### src/rtl/led_blink_scheduler.sv
// led_blink_scheduler
//   Round-robin scheduler that shares one status LED between N_REQ
//   requesters. The winner's blink code k is latched at grant time, then the
//   LED plays k on/off pulses (LED_TMR cycles per phase) followed by a dark
//   gap of GAP_TMR cycles. Only after that does the block arbitrate again.
//
// Ports
//   clk    : clock, all state changes on the rising edge
//   reset  : asynchronous, active-low reset
//   req    : [N_REQ] level request per requester
//   code   : [N_REQ*CNT_W] blink count for requester i at [i*CNT_W +: CNT_W]
//   out    : registered LED drive
//   grant  : [N_REQ] one-hot requester being served, zero when idle
//   busy   : high while a sequence is in progress (grant != 0)
//   done   : one-cycle pulse on the first idle cycle after a sequence
module led_blink_scheduler #(
  parameter int N_REQ   = 4,
  parameter int CNT_W   = 3,
  parameter int LED_TMR = 10,
  parameter int GAP_TMR = 20
) (
  input  logic                   clk,
  input  logic                   reset,
  input  logic [N_REQ-1:0]       req,
  input  logic [N_REQ*CNT_W-1:0] code,
  output logic                   out,
  output logic [N_REQ-1:0]       grant,
  output logic                   busy,
  output logic                   done
);

  localparam int PW   = (N_REQ > 1) ? $clog2(N_REQ) : 1;
  localparam int TMAX = (LED_TMR > GAP_TMR) ? LED_TMR : GAP_TMR;
  localparam int TW   = (TMAX > 1) ? $clog2(TMAX) : 1;

  // Timer counts down to zero, so a phase of L cycles loads L-1.
  localparam logic [TW-1:0] LED_LD = TW'(LED_TMR - 1);
  localparam logic [TW-1:0] GAP_LD = TW'(GAP_TMR - 1);

  typedef enum logic [1:0] {S_IDLE, S_ON, S_OFF, S_GAP} state_t;

  state_t             state_q, state_d;
  logic [PW-1:0]      ptr_q, ptr_d;
  logic [CNT_W-1:0]   k_q, k_d;
  logic [TW-1:0]      tmr_q, tmr_d;
  logic               out_q, out_d;
  logic [N_REQ-1:0]   grant_q, grant_d;
  logic               busy_q, busy_d;
  logic               done_q, done_d;

  // Arbitration: search from ptr+1 upward, wrapping, first set bit wins.
  logic               win_vld;
  logic [PW-1:0]      win_idx;
  logic [PW-1:0]      cand;
  logic [N_REQ-1:0]   win_oh;
  logic [CNT_W-1:0]   win_code;

  always_comb begin
    win_vld = 1'b0;
    win_idx = '0;
    cand    = '0;
    for (int i = 1; i <= N_REQ; i++) begin
      cand = PW'((int'(ptr_q) + i) % N_REQ);
      if (!win_vld && req[cand]) begin
        win_vld = 1'b1;
        win_idx = cand;
      end
    end
    win_oh          = '0;
    win_oh[win_idx] = 1'b1;
    win_code        = code[win_idx*CNT_W +: CNT_W];
  end

  wire tmr_zero = (tmr_q == '0);

  always_comb begin
    state_d = state_q;
    ptr_d   = ptr_q;
    k_d     = k_q;
    tmr_d   = tmr_q;
    out_d   = out_q;
    grant_d = grant_q;
    busy_d  = busy_q;
    done_d  = 1'b0;
    case (state_q)
      S_IDLE: begin
        if (win_vld) begin
          grant_d = win_oh;
          ptr_d   = win_idx;
          busy_d  = 1'b1;
          k_d     = win_code;
          if (win_code != '0) begin
            state_d = S_ON;
            out_d   = 1'b1;
            tmr_d   = LED_LD;
          end else begin
            // A zero code still owns the LED for one dark gap.
            state_d = S_GAP;
            out_d   = 1'b0;
            tmr_d   = GAP_LD;
          end
        end
      end
      S_ON: begin
        if (tmr_zero) begin
          state_d = S_OFF;
          out_d   = 1'b0;
          tmr_d   = LED_LD;
        end else begin
          tmr_d = tmr_q - TW'(1);
        end
      end
      S_OFF: begin
        if (tmr_zero) begin
          k_d = k_q - CNT_W'(1);
          if (k_q != CNT_W'(1)) begin
            state_d = S_ON;
            out_d   = 1'b1;
            tmr_d   = LED_LD;
          end else begin
            state_d = S_GAP;
            tmr_d   = GAP_LD;
          end
        end else begin
          tmr_d = tmr_q - TW'(1);
        end
      end
      S_GAP: begin
        if (tmr_zero) begin
          state_d = S_IDLE;
          grant_d = '0;
          busy_d  = 1'b0;
          done_d  = 1'b1;
        end else begin
          tmr_d = tmr_q - TW'(1);
        end
      end
      default: state_d = S_IDLE;
    endcase
  end

  always_ff @(posedge clk or negedge reset) begin
    if (!reset) begin
      state_q <= S_IDLE;
      ptr_q   <= PW'(N_REQ - 1);  // requester 0 first after reset
      k_q     <= '0;
      tmr_q   <= '0;
      out_q   <= 1'b0;
      grant_q <= '0;
      busy_q  <= 1'b0;
      done_q  <= 1'b0;
    end else begin
      state_q <= state_d;
      ptr_q   <= ptr_d;
      k_q     <= k_d;
      tmr_q   <= tmr_d;
      out_q   <= out_d;
      grant_q <= grant_d;
      busy_q  <= busy_d;
      done_q  <= done_d;
    end
  end

  assign out   = out_q;
  assign grant = grant_q;
  assign busy  = busy_q;
  assign done  = done_q;

endmodule
### config.mk
export PLATFORM = sky130hd
export DESIGN_NAME = led_blink_scheduler
export DESIGN_NICKNAME = d
export VERILOG_FILES = /design/src/rtl/led_blink_scheduler.sv
export SDC_FILE = /design/constraint.sdc
export NUM_CORES = 1
export LEC_CHECK = 0
export ABC_AREA = 1
export CAP_MARGIN = 15
export CORE_MARGIN = 2
export CORE_UTILIZATION = 30
export CTS_CLUSTER_DIAMETER = 100
export DETAILED_ROUTE_END_ITERATION = 8
export PLACE_DENSITY_LB_ADDON = 0.2
export SYNTH_ARGS = -nofsm -noshare
export SYNTH_HDL_FRONTEND = slang
export SYNTH_SLANG_ARGS = --single-unit
### constraint.sdc
create_clock -name clk -period 2.12 [get_ports clk]
set_input_delay 0.424 -clock clk [delete_from_list [all_inputs] [get_ports clk]]
set_output_delay 0.424 -clock clk [all_outputs]
set_load 0.03 [all_outputs]
; ---- Word-level counts from Yosys, hierarchy flattened
; Cells that the tools add are included.
[word_totals]
input_bits = 18
out_inout_bits = 7
elab_cells = 99
ff_bits = 19
[op_classes]
n_shift = 1
n_addsub = 6
muxes = 48
multipliers = 1
n_reduce_logical = 19
eq_ne = 10
n_lt_le_gt_ge = 6
[ops]
columns = operator, n
row1 = $mux 5, 6
row2 = $mux 2, 10
row3 = $pmux 5 s4, 1
row4 = $mux 1, 17
row5 = $lt 2x3->1 const B, 5
row6 = $ne 2x2->1 const B, 6
row7 = $shiftx 12x5->3, 1
row8 = $bmux 1 s2, 4
row9 = $mux 4, 2
row10 = $pmux 2 s4, 1
row11 = $pmux 4 s2, 1
row12 = $mux 3, 2
row13 = $pmux 3 s2, 1
row14 = $reduce_and 3->1, 2
row15 = $reduce_bool 3->1, 2
row16 = $logic_not 5->1, 1
row17 = $reduce_and 5->1, 1
row18 = $sub 5x1->5 const B, 1
row19 = $add 2x1->2 const B, 2
row20 = $add 2x2->2 const B, 2
row21 = $eq 2x2->1 const B, 2
row22 = $logic_and 1x1->1, 4
row23 = $mul 2x2->4 const B, 1
row24 = $reduce_and 2->1, 2
row25 = other kinds (11), 14

; ---- Logic depth before layout (Yosys ltp)
; Gate-level depths: netlist (run 1).
[logic_depth]
depth_word = 19
ltp_mapped = 19
mapped_depth_nobuf = 18

; ---- Worst setup path after synthesis (run 1)
; OpenSTA, ideal clock, no wires.
[synth_timing]
kind = register -> register
from = reg ptr_q[0]
to = reg tmr_q[3]
synth_period_minus_slack_ns = 1.998
arrival_ns = 1.882
required_time_ns = 2.004
setup_slack_ns = 0.122
stages_incl_launch_ff = 19
setup_time_ns = 0.116
n_path_buf = 1
path_cell_list = dfstp_2 buf_6 inv_4 nand2_4 nand2_2 nand2_1 nand2_2 nor2_8 nand3_2 nand3_4 inv_2 nand2_1 nand2_1 nand2_1 nand2_1 inv_2 nand3_4 nand2_1 nand2_1
[synth_between]
elab_chain_cells = 19
word_cells_on_any_way = 34
cone_classes = add/sub: 4 / mul: 1 / eq/ne: 1 / shift: 1 / mux: 19 / reduce/logical: 8
[synth_lines]
columns = element, line
row1 = "start, declared", 43  ; logic [PW-1:0] ptr_q, ptr_d;
row2 = "start signal, assigned", 145  ; ptr_q <= PW'(N_REQ - 1);
row3 = "start signal, assigned", 154  ; ptr_q <= ptr_d;
row4 = $add 2x1->2, 63  ; cand = PW'((int'(ptr_q) + i) % N_REQ);
row5 = $bmux 1 s2, 64  ; if (!win_vld && req[cand]) begin
row6 = $mux 1 (not written as such), 64
row7 = $mux 1, 64
row8 = $logic_not 1->1, 64
row9 = $logic_and 1x1->1, 64
row10 = $mux 1, 64
row11 = $logic_not 1->1, 64
row12 = [... 3 more ...], n/a
row13 = $logic_and 1x1->1, 64
row14 = $mux 2, 64
row15 = $mul 2x2->4, 71  ; win_code = code[win_idx*CNT_W +: CNT_W];
row16 = $shiftx 12x5->3, 71
row17 = $reduce_bool 3->1, 92  ; if (win_code != '0) begin
row18 = $mux 5, 92
row19 = $mux 5, 87  ; if (win_vld) begin
row20 = $pmux 5 s4, 85  ; case (state_q)
row21 = "end signal, assigned", 156  ; tmr_q <= tmr_d;
row22 = "end, declared", 45  ; logic [TW-1:0] tmr_q, tmr_d;
; Several ways; a longest one is shown, not always the timed one. The select of a mux whose other input is x is not followed.
; A chain may end at the register's enable or synchronous reset.

; ---- Final worst setup path (run 1)
; Ends and elaborated chain as after synthesis.

==> run summary, run 1 <==
yosys warns = 0
I/O Pins = 25
Synth async-reset ratio = 100.0%
worst skew pair latency = 0.26 ns
CP bufs+invs = 2
Data arrival, critical path = 2.26 ns
Core Util, Final = 44.21%
CP max-delay cell = dfstp_2
Worst Path Max Fanout = 8
Via-to-Cell Ratio = 4.578
syn_area_per_cell = 6.976 um^2
min-delay worst type = input port to asynchronous set/reset pin
met2 WL = 1880 um
fin. max-slew vios = 0
Post-Route M1 WL = 1767 um
final hold vios = 0
Post-synth EDFFs = 0
Core Region = 5075 um^2
syn_nets = 252
CTS Hold Bufs = 0
ant diodes = 0
top-count cell post-synth = nand2_1
first-pass GRT wire length = 6444 um
row count = 26
Max Fclk = 0.4752 GHz
clock sinks = 19
TritonCTS Buffers = 3
crit end category = register
DP Wirelength = 3083 um
Synth Register Bits = 19
port bufs = 24
TritonCTS clock tree = built
DR iter-0 viols = 53
peak per-stage delay on the critical path = 0.58 ns
grt total ovfl = 0
Area Growth Syn to Fin = 42.30%
Max Used Layer = met4
Worst Path Required = 2.28 ns
Synth area leader = dfrtp_1
Most used DFF post-synth = dfrtp_1
Final period util = 99.27%
sequential cell area = 478.0 um^2
main area contributors after synthesis = dfrtp_1 27%, nand2_1 19%, ha_1 6.3%
Tightest Pin Transition = 0.4269 ns
Max clock buf depth = 2
status = completed
total global routing track utilization = 13.39%
antenna violations before repair = 0
Largest delay share family, worst path = simple AND/OR/NAND/NOR gates
top-area cell type share of the netlist area = 26.98%
top cells by count, synth = 79 x nand2_1, 23 x inv_1, 17 x dfrtp_1
post-synth cell types = 35
largest net degree at the start of global routing = 12
Initial Utilization = 31.07%
Final Skew = 0.001924 ns
cells on worst reg2reg path = 16
Routed Wire Length = 3842 um
DR DRC count = 0
number of nets in the layout = 303
Die Height = 76.49 um
DR pass1 iterations = 4
Root Buffer = clkbuf_8
slew margin rel. = 71.45%
area of the multi-input gates = 1074 um^2
Die ar. = 5851 um^2
antenna-violating nets left = 0
Worst-path clk slew = 0.07 ns
layout cells sized above 1 = 28.26%
CTS H-tree lvls = 1
Finished Cell Area = 2243 um^2
Setup crit start kind = register
critical path, cell by cell = buf_12, nand2_1, nand2_2, nand2_2, nand2_4, inv_2, nand3_4, nand3_4, nand2_2, nand2_1, nand2_1, nand2_2, nor2_4, nand3_4, nand2_2, nand2_1
minimum clock period = 2.105 ns
setup TNS = 0 ns
via count of the first global-routing pass = 1483
Die Wd = 76.49 um
Post-Syn Instances = 226
Area after DPL = 2031 um^2
DP Cell Count = 337
sequential area share after synthesis = 30.32%
vias after detailed routing = 1584
wire length per cell = 11.10 um
WP depth = 16
CP most frequent cell = nand2_2
Post-Synthesis Cell Area = 1577 um^2
routed wl met3 = 107 um
# fillers = 543
gpl congestion = 0.8132
Final setup viols = 0
MaxCap Viol Count = 0
Crit Path Class = register to register
RSZ-0062 raised after global routing = true
fin cells = 346
worst reg2reg max path: stages (launching register included):
cell	delay [ns]
dfstp_2	0.58
buf_12	0.12
nand2_1	0.05
nand2_2	0.11
nand2_2	0.08
nand2_4	0.09
inv_2	0.06
nand3_4	0.11
nand3_4	0.14
nand2_2	0.09
nand2_1	0.06
nand2_1	0.07
nand2_2	0.07
nor2_4	0.14
nand3_4	0.12
nand2_2	0.07
nand2_1	0.04
layout by cell type (no fill, tap or decap), types with 8 or more instances in the layout:
cell type and count:
nand2_1 64, inv_1 23, clkdlybuf4s50_1 23, buf_4 23
nand2_2 20, dfrtp_1 17, nor2_1 14, a21oi_1 11
nand3_1 8, ha_1 8
area by class of cell:
| class | count | area share (%) |
|---|---|---|
| Sequential cell | 19 | 21.31 |
| Clock buffer | 3 | 1.840 |
| Timing Repair Buffer | 48 | 19.41 |
| Tap cell | 70 | 3.904 |
| Clock inverter | 1 | 0.2231 |
| Multi-Input combinational cell | 175 | 47.85 |
| Inverter | 30 | 5.466 |
kinds of logic after synthesis:
logic type | after synthesis | share of synthesized area (%)
adders and majority gates | 8 | 6.349
xor gates and xnor gates | 2 | 1.111
and+or+nand+nor | 128 | 39.36
AOI/OAI and AO/OA | 37 | 14.52
DFF | 19 | 30.32
buffers and inverters | 32 | 8.333
sequential cells by signal, indices dropped and copies added, names as in the netlist:
| name | count |
|---|---|
| ptr_q | 2 |
| out | 1 |
| state_q | 2 |
| tmr_q | 5 |
| done | 1 |
| busy | 1 |
| k_q | 3 |
| grant | 4 |
timing repair:
action / CTS / global route
pin swaps: 1 / 10
gates cloned: 0 / 0
setup endpoints to repair: 5 / 8
resized for setup: 4 / 28
setup buffers: 1 / 4
metrics by stage:
step	hold slack [ns]	worst slack [ns]
after floorplan	0.1284	0.1216
after global placement	0.4676	-0.3115
after detailed placement	0.4716	-0.3147
after CTS	0.4803	0.002218
after global routing	0.5098	-0.1473
final	0.4646	0.01542
layer usage:
metal  track usage, %  vias to the layer above
li1                 -                      835
met1            17.03                      716
met2            22.83                       26
met3            1.777                        7
met4            5.455                        0
met5                0                        -
path summary, 6_finish.rpt:
path | startpoint | end | slack (ns)
hold reg to reg | busy | busy | 0.48
max in group asynchronous | reset | k_q[2] | 1.16
min in group clk | busy | busy | 0.48
setup / recovery | ptr_q[0] | tmr_q[3] | 0.02
setup reg to reg | ptr_q[0] | tmr_q[3] | 0.02
hold / removal | reset | done | 0.46
Power of run 1 is not shown: default switching activity piles up to over one toggle a cycle in this logic, so the estimate is an artifact.
==> inputs of run 2 (changes only) <==
PLACE_DENSITY = 0.48   (was not set)
PLACE_DENSITY_LB_ADDON = not set   (was 0.2)
==> run 2 against run 1 <==
Hold slack better by 0.019 ns. Sequential cell count is the same. Critical path depth is 1 higher. Register-to-register slack got worse by 0.04 ns. Global-route usage rose by 0.87 points. First-iteration DRC count fell by 7.5%. Final area increased by 0.22%. Core utilization is 0.099 points higher. Non-clock buffer count is 6 higher. Via count grew 1.4%. Sequential share of layout area barely moved. The run now ends with negative setup slack left. Critical endpoint unchanged. Cell count increased by 1.7%. Highest routed layer unchanged.
==> run summary, run 2 (synthesis gave the netlist of run 1 again) <==
sequential cell area = 478.0 um^2
via count of the first global-routing pass = 1557
final hold vios = 0
Final Skew = 0.004412 ns
# fillers = 531
DR DRC count = 0
antenna violations before repair = 0
GR Layer Usage met1 = 17.98%
cells on worst reg2reg path = 17
Top reg by flops = tmr_q
hold endpoint = busy
most frequent cells in the layout = 71 x nand2_1, 27 x buf_4, 24 x clkdlybuf4s50_1
Worst Path Max Fanout = 8
antenna-violating nets left = 0
CTS H-tree lvls = 1
Crit Path Class = register to register
Area Growth Syn to Fin = 42.62%
worst skew pair latency = 0.27 ns
Routed Wire Length = 4055 um
Core Region = 5075 um^2
critical path, cell by cell = inv_4, nand2_1, nand2_2, nand2_1, nand2_2, nand2_4, nand2_4, nand2_4, nand3_4, nand2_1, nand2_1, nand2_1, nand2_2, nor2_4, nand3_4, nand2_1, nand2_1
ant diodes = 0
Worst-path clk slew = 0.08 ns
wire length per cell = 11.52 um
GR Util met2 = 24.51%
Via-to-Cell Ratio = 4.563
Initial Utilization = 31.07%
status = finished, violations left
Largest register FFs = 5
Setup crit start kind = register
crit end category = register
worst setup margin = -0.02493 ns
fin. max-slew vios = 0
row count = 26
R2R Setup Slk = -0.02 ns
fin cells = 352
clock sinks = 19
Final setup viols = 3
Worst Path Required = 2.28 ns
violations in the final reports = negative setup slack
gpl congestion = 0.8048
port bufs = 24
number of nets in the layout = 309
slew margin rel. = 69.67%
commonest non-fill, non-tap cell in the layout = nand2_1
TritonCTS Buffers = 3
grt peak-use layer = met2
DP Wirelength = 3209 um
Root Buffer = clkbuf_8
largest net degree at the start of global routing = 20
area of the multi-input gates = 1040 um^2
DR pass1 iterations = 4
peak per-stage delay on the critical path = 0.64 ns
Max clock buf depth = 2
total global routing track utilization = 14.26%
RSZ-0062 raised after global routing = true
Die Height = 76.49 um
tightest hold margin = 0.4835 ns
min-delay worst type = register to register
r2r endpoint = tmr_q[3]
Data arrival, critical path = 2.31 ns
Final period util = 101.2%
grt total ovfl = 0
CP most frequent cell = nand2_1
minimum clock period = 2.145 ns
DP Cell Count = 341
vias after detailed routing = 1606
GR Layer Usage met3 = 2.014%
TritonCTS clock tree = built
I/O Pins = 25
hold path cells = 2
RR Startpoint = ptr_q[0]
worst hold start = busy
Area after DPL = 2061 um^2
Die Wd = 76.49 um
Tightest Pin Transition = 0.4530 ns
Post-Place Setup Slack = -0.3259 ns
CP max-delay cell = dfstp_2
MaxCap Viol Count = 0
layout cells sized above 1 = 28.37%
first-pass GRT wire length = 6775 um
DR iter-0 viols = 49
Die ar. = 5851 um^2
Max Fclk = 0.4662 GHz
Finished Cell Area = 2248 um^2
==> run 2: cell count changes in the layout (fill, tap and decap cells not counted), moves of 3 or more <==
cell     change
buf_6        +3
nand2_1      +7
buf_4        +4
o31ai_2      +3
nand2_2      -5
inv_2        +3
==> run 2: how the worst max path moves through the flow <==
stage	startpoint	end
after detailed placement	req[2]	tmr_q[3]
after global placement	req[2]	tmr_q[3]
after floorplan	ptr_q[0]	tmr_q[3]
after global routing	ptr_q[0]	tmr_q[3]
after CTS	ptr_q[0]	tmr_q[3]
final	ptr_q[0]	tmr_q[3]
==> run 2: layout make-up <==
type | count | share of cell area, %
Inverter | 30 | 5.231
Timing Repair Buffer | 54 | 21.20
Sequential cell | 19 | 21.26
Tap cell | 70 | 3.895
Multi-Input combinational cell | 175 | 46.24
Clock inverter | 1 | 0.3339
Clock buffer | 3 | 1.836
==> run 2: per-stage QoR <==
step           utilization [%]  TNS [ns]
2_1_floorplan                -         0
5_1_grt                  44.30    -1.351
3_5_place_dp             40.61    -3.130
4_1_cts                  43.42   -0.1098
3_3_place_gp             40.61    -2.595
6_report                 44.30  -0.04726
==> run 2: what timing repair did <==
| action | CTS | global route |
|---|---|---|
| pin swaps | 4 | 6 |
| setup buffers | 6 | 1 |
| setup endpoints to repair | 7 | 10 |
| hold buffers | 0 | 0 |
| gates resized for setup | 14 | 10 |
==> run 2: critical path: cells and delay by family, from the launching register on <==
family | cells | cell delay, ns
buffers and inverters | 1 | 0.09
and+or+nand+nor | 16 | 1.30
DFF | 1 | 0.64
==> run 2: per-layer routing <==
metal,wire length (um),up-vias
li1,-,848
met1,1835,716
met2,1981,35
met3,153,7
met4,84,0
met5,0,-
Power of run 2 is left out for the same reason.
